`config.mk`:
```
export PLATFORM = sky130hd
export DESIGN_NAME = icache_refill_ctrl
export DESIGN_NICKNAME = d
export VERILOG_FILES = /design/src/rtl/icache_refill_ctrl.sv
export SDC_FILE = /design/constraint.sdc
export NUM_CORES = 1
export LEC_CHECK = 0
export CAP_MARGIN = 30
export CORE_AREA = 2 2 147 149
export CTS_CLUSTER_SIZE = 20
export DETAILED_ROUTE_END_ITERATION = 10
export DIE_AREA = 0 0 149 151
export DONT_BUFFER_PORTS = 1
export PLACE_DENSITY_LB_ADDON = 0.15
export SLEW_MARGIN = 20
export SYNTH_ARGS = -nofsm -noshare
export SYNTH_HDL_FRONTEND = slang
export SYNTH_SLANG_ARGS = --single-unit
```
`constraint.sdc`:
```
create_clock -name clock -period 2 [get_ports clock]
set_clock_uncertainty 0.2 [all_clocks]
set_input_delay 0.2 -clock clock [delete_from_list [all_inputs] [get_ports clock]]
set_output_delay 0.2 -clock clock [all_outputs]
set_load 0.1 [all_outputs]
```
`src/rtl/icache_refill_ctrl.sv`:
```
// Instruction-cache miss refill sequencer: victim lookup, line fetch, array fill,
// and LRU touch arbitration between hits and completed refills.
module icache_refill_ctrl #(
  parameter int unsigned ADDR_WIDTH      = 32,
  parameter int unsigned ICACHE_NUM_SET  = 4,
  parameter int unsigned ICACHE_NUM_WAYS = 4,
  parameter int unsigned LINE_BITS       = 128,
  localparam int unsigned OFFSET_W = $clog2(LINE_BITS / 8),
  localparam int unsigned SET_W    = $clog2(ICACHE_NUM_SET),
  localparam int unsigned WAY_W    = $clog2(ICACHE_NUM_WAYS),
  localparam int unsigned TAG_W    = ADDR_WIDTH - SET_W - OFFSET_W
) (
  input  logic                  clock,
  input  logic                  reset,
  input  logic                  miss_req,
  input  logic [ADDR_WIDTH-1:0] miss_addr,
  input  logic                  hit_valid,
  input  logic [SET_W-1:0]      hit_set,
  input  logic [WAY_W-1:0]      hit_way,
  output logic                  miss_busy,
  output logic                  miss_done,
  output logic                  victim_req,
  output logic [SET_W-1:0]      victim_set,
  input  logic [WAY_W-1:0]      victim_way,
  output logic                  update_req,
  output logic [SET_W-1:0]      update_set,
  output logic [WAY_W-1:0]      update_way,
  output logic                  mem_req,
  output logic [ADDR_WIDTH-1:0] mem_addr,
  input  logic                  mem_req_ready,
  input  logic                  mem_rsp_valid,
  input  logic [LINE_BITS-1:0]  mem_rsp_data,
  output logic                  fill_valid,
  output logic [SET_W-1:0]      fill_set,
  output logic [WAY_W-1:0]      fill_way,
  output logic [TAG_W-1:0]      fill_tag,
  output logic [LINE_BITS-1:0]  fill_data
);

  localparam int unsigned LINE_W = ADDR_WIDTH - OFFSET_W;

  typedef enum logic [2:0] {
    IDLE,
    VICTIM,
    MEM_REQ,
    MEM_WAIT,
    FILL
  } state_e;

  state_e               state_q, state_d;
  logic [LINE_W-1:0]    line_q, line_d;
  logic [WAY_W-1:0]     victim_q, victim_d;
  logic [LINE_BITS-1:0] data_q, data_d;
  logic                 hit_pend_q, hit_pend_d;
  logic [SET_W-1:0]     hit_set_q, hit_set_d;
  logic [WAY_W-1:0]     hit_way_q, hit_way_d;

  logic [SET_W-1:0]     set_w;
  logic [TAG_W-1:0]     tag_w;
  logic                 in_fill;
  logic                 unused_offset;

  // Byte-offset bits of the miss address never matter: refills are whole lines.
  assign unused_offset = ^miss_addr[OFFSET_W-1:0];

  assign set_w = line_q[SET_W-1:0];
  assign tag_w = line_q[LINE_W-1:SET_W];

  always_ff @(posedge clock or negedge reset) begin
    if (!reset) begin
      state_q    <= IDLE;
      line_q     <= '0;
      victim_q   <= '0;
      data_q     <= '0;
      hit_pend_q <= 1'b0;
      hit_set_q  <= '0;
      hit_way_q  <= '0;
    end else begin
      state_q    <= state_d;
      line_q     <= line_d;
      victim_q   <= victim_d;
      data_q     <= data_d;
      hit_pend_q <= hit_pend_d;
      hit_set_q  <= hit_set_d;
      hit_way_q  <= hit_way_d;
    end
  end

  always_comb begin
    state_d    = state_q;
    line_d     = line_q;
    victim_d   = victim_q;
    data_d     = data_q;
    hit_pend_d = 1'b0;
    hit_set_d  = hit_set_q;
    hit_way_d  = hit_way_q;

    unique case (state_q)
      IDLE: begin
        if (miss_req) begin
          line_d  = miss_addr[ADDR_WIDTH-1:OFFSET_W];
          state_d = VICTIM;
        end
        // A hit is only ever latched here, so its touch lands in IDLE or VICTIM,
        // never in FILL where the refill owns the LRU update port.
        if (hit_valid) begin
          hit_pend_d = 1'b1;
          hit_set_d  = hit_set;
          hit_way_d  = hit_way;
        end
      end
      VICTIM: begin
        victim_d = victim_way;
        state_d  = MEM_REQ;
      end
      MEM_REQ: begin
        if (mem_req_ready) state_d = MEM_WAIT;
      end
      MEM_WAIT: begin
        if (mem_rsp_valid) begin
          data_d  = mem_rsp_data;
          state_d = FILL;
        end
      end
      FILL:    state_d = IDLE;
      default: state_d = IDLE;
    endcase
  end

  assign in_fill    = (state_q == FILL);
  assign miss_busy  = (state_q != IDLE);
  assign miss_done  = in_fill;
  assign victim_req = (state_q == VICTIM);
  assign victim_set = set_w;
  assign mem_req    = (state_q == MEM_REQ);
  assign mem_addr   = {tag_w, set_w, {OFFSET_W{1'b0}}};
  assign fill_valid = in_fill;
  assign fill_set   = set_w;
  assign fill_way   = victim_q;
  assign fill_tag   = tag_w;
  assign fill_data  = data_q;
  assign update_req = hit_pend_q | in_fill;
  assign update_set = in_fill ? set_w : hit_set_q;
  assign update_way = in_fill ? victim_q : hit_way_q;

endmodule

```
==> flow_summary.json <==
{
  "status": "complete, but fails checks",
  "violations": "negative hold slack, negative setup slack",
  "numCtsBuffers": 17,
  "wl_per_cell_um": 18.4,
  "maxCapViolCount": 0,
  "met3_usage_pct": 4.52,
  "hold_class": "in2async",
  "first_pass_iters": 4,
  "start_util_pct": 34.5,
  "yosys.area.top_type": "dfrtp_1",
  "dieHeight_um": 151,
  "avgSynthCellArea_um2": 17.8,
  "num-fill-cells": 1697,
  "grt_start_max_net_pins": 167,
  "synth_cells": 404,
  "synth-main-ff-cell": "dfrtp_1",
  "grt_pass1_wl_um": 27700,
  "critPathKind": "reg2out",
  "critPathArrivalTime_ns": 1.75,
  "via_per_inst": 4.42,
  "syn-cell-area_um2": 7190,
  "worst_pin_slew_ns": 0.554,
  "yosysUniqueCellTypes": 23,
  "fmax_mhz": 466,
  "synthTopCellsByCount": "dfrtp_1, mux2_4, mux2_2",
  "startpoint_type": "flip-flop",
  "clock-sinks": 166,
  "synth_area_leaders": "dfrtp_1, mux2_4, mux2_2, buf_4, buf_8",
  "netlist.area_leader.share_pct": 57.7,
  "nNetsFinal": 906,
  "rsz0062_at_grt": "yes",
  "dpl.hpwl_um": 12400,
  "yosysWarnings": 0,
  "grt_use_total_pct": 16.0,
  "slew_headroom_pct": 63.0,
  "cts_buffer_depth": 2,
  "fin_crit_sh_pct": 107,
  "cts_tree": "yes",
  "final_hold_viol_count": 166,
  "final_layout_size_suffix_gt1_share_pct": 57.7,
  "grt_most_used_layer": "met2",
  "grt_antenna_before_repair": 0,
  "clk_latency_ns": 0.41,
  "period_minus_slack_ns": 2.15,
  "grtUsageMet2_pct": 29.0,
  "stdcell_area_um2": 11200,
  "wl_um": 18800,
  "synth_edf_count": 0,
  "n_antenna_cell": 0,
  "grt_pass1_vias": 5065,
  "ys_ff_latch": 166,
  "yosysMostFrequentCell": "dfrtp_1",
  "drv_slew": 0,
  "die_x_um": 149,
  "coreArea_um2": 20800,
  "grtUsageMet1_pct": 17.7,
  "cp-end-kind": "output pin",
  "globalRoute.totalOverflow": 0,
  "fin_ws_ns": -0.145,
  "hold_ws_ns": -0.725,
  "crit_path_max_fanout": 7,
  "gp_congestion": 0.732,
  "drc_errors": 0,
  "numPortBuffers": 0,
  "setup_violations": 6,
  "floorplan.rows": 53,
  "clk_pin_slew_ns": 0.07,
  "die_area_um2": 22500,
  "seq_area_frac_synth_pct": 57.7,
  "drt_iter0_markers": 124,
  "ant_nets": 0,
  "root_buffer": "clkbuf_16",
  "h-tree-depth": 4,
  "vias": 4514,
  "placed_cell_area_um2": 8680,
  "critPathRequiredTime_ns": 1.60,
  "async_flop_share_pct": 100,
  "io-pin-count": 374,
  "synthToLayoutAreaGrowth_pct": 55.6
}
-- worst max-delay path, cell delays in order (launching register included) --
cell,delay [ns]
dfrtp_1,0.41
buf_12,0.14
nor3b_4,0.18
buf_6,0.16
mux2_4,0.44
-- what timing repair did --
item	in CTS	in global routing
hold endpoints to repair	331	168
resized for setup	14	5
setup buffers	8	10
hold buffers	166	1
setup endpoints to repair	8	81
gates cloned	0	3
pin swaps	3	5
-- stage by stage --
stage,instances,worst slack (ns),util [%],TNS [ns]
after floorplan,407,-0.463,-,-2.98
after global placement,803,0.120,41.7,0
after detailed placement,803,0.0950,41.7,0
after CTS,1009,-0.194,53.0,-0.952
after global routing,1022,-0.223,53.8,-1.38
final,1022,-0.145,53.8,-0.681
-- area by class of cell --
cell class / count / area [um^2] / area share (%)
multi-input cells: 185 / 2560 / 22.9
clock inverters: 12 / 133 / 1.18
inverters: 2 / 7.51 / 0.0671
flip-flops and latches: 166 / 4190 / 37.4
well taps: 275 / 344 / 3.07
clock buffers: 20 / 457 / 4.08
repair buffers: 362 / 3500 / 31.3
-- state kept, by name (all words and copies together), names as in the netlist --
signal      cells
state_q         3
line_q         28
fill_way        2
hit_pend_q      1
fill_data     128
hit_set_q       2
hit_way_q       2
-- path summary, 6_finish.rpt --
kind,depth (start not counted),endpoint,slack (ns),from
setup / recovery,4,update_way[0],-0.15,state_q[1]
hold / removal,0,fill_data[63],-0.73,reset
setup reg to reg,7,line_q[12],0.02,state_q[1]
hold reg to reg,1,fill_data[71],0.31,fill_data[71]
max in group asynchronous,0,fill_data[104],2.08,reset
min in group clock,3,state_q[0],0.05,miss_req
-- placed cells by master, fill, tap and decap left out, drive strengths merged, types with 2 or more instances in the layout --
master,instances
buf,193
dlygate4sd3,167
dfrtp,166
mux2,166
clkbuf,22
inv,9
conb,4
nor3b,3
clkinv,3
and2,3
a211oi,2
-- layer usage --
layer	vias up	share of wire, %
met5	-	0
met4	0	2.3
met3	27	6.4
met2	214	54
met1	2247	37
li1	2026	-
-- cells by family (layout without fill, tap and decap cells) --
| logic type | Yosys count | count (layout) | share of synthesized area [%] |
|---|---|---|---|
| other cells | 1 | 4 | 0.0521 |
| mux | 166 | 166 | 32.7 |
| simple gates | 10 | 11 | 1.43 |
| buf+inv | 57 | 396 | 7.65 |
| compound gates | 4 | 4 | 0.400 |
| flops | 166 | 166 | 57.7 |
Power is left out: the tool's default activity adds up to more than one toggle a clock period on the data nets, which glitch-free logic cannot reach.
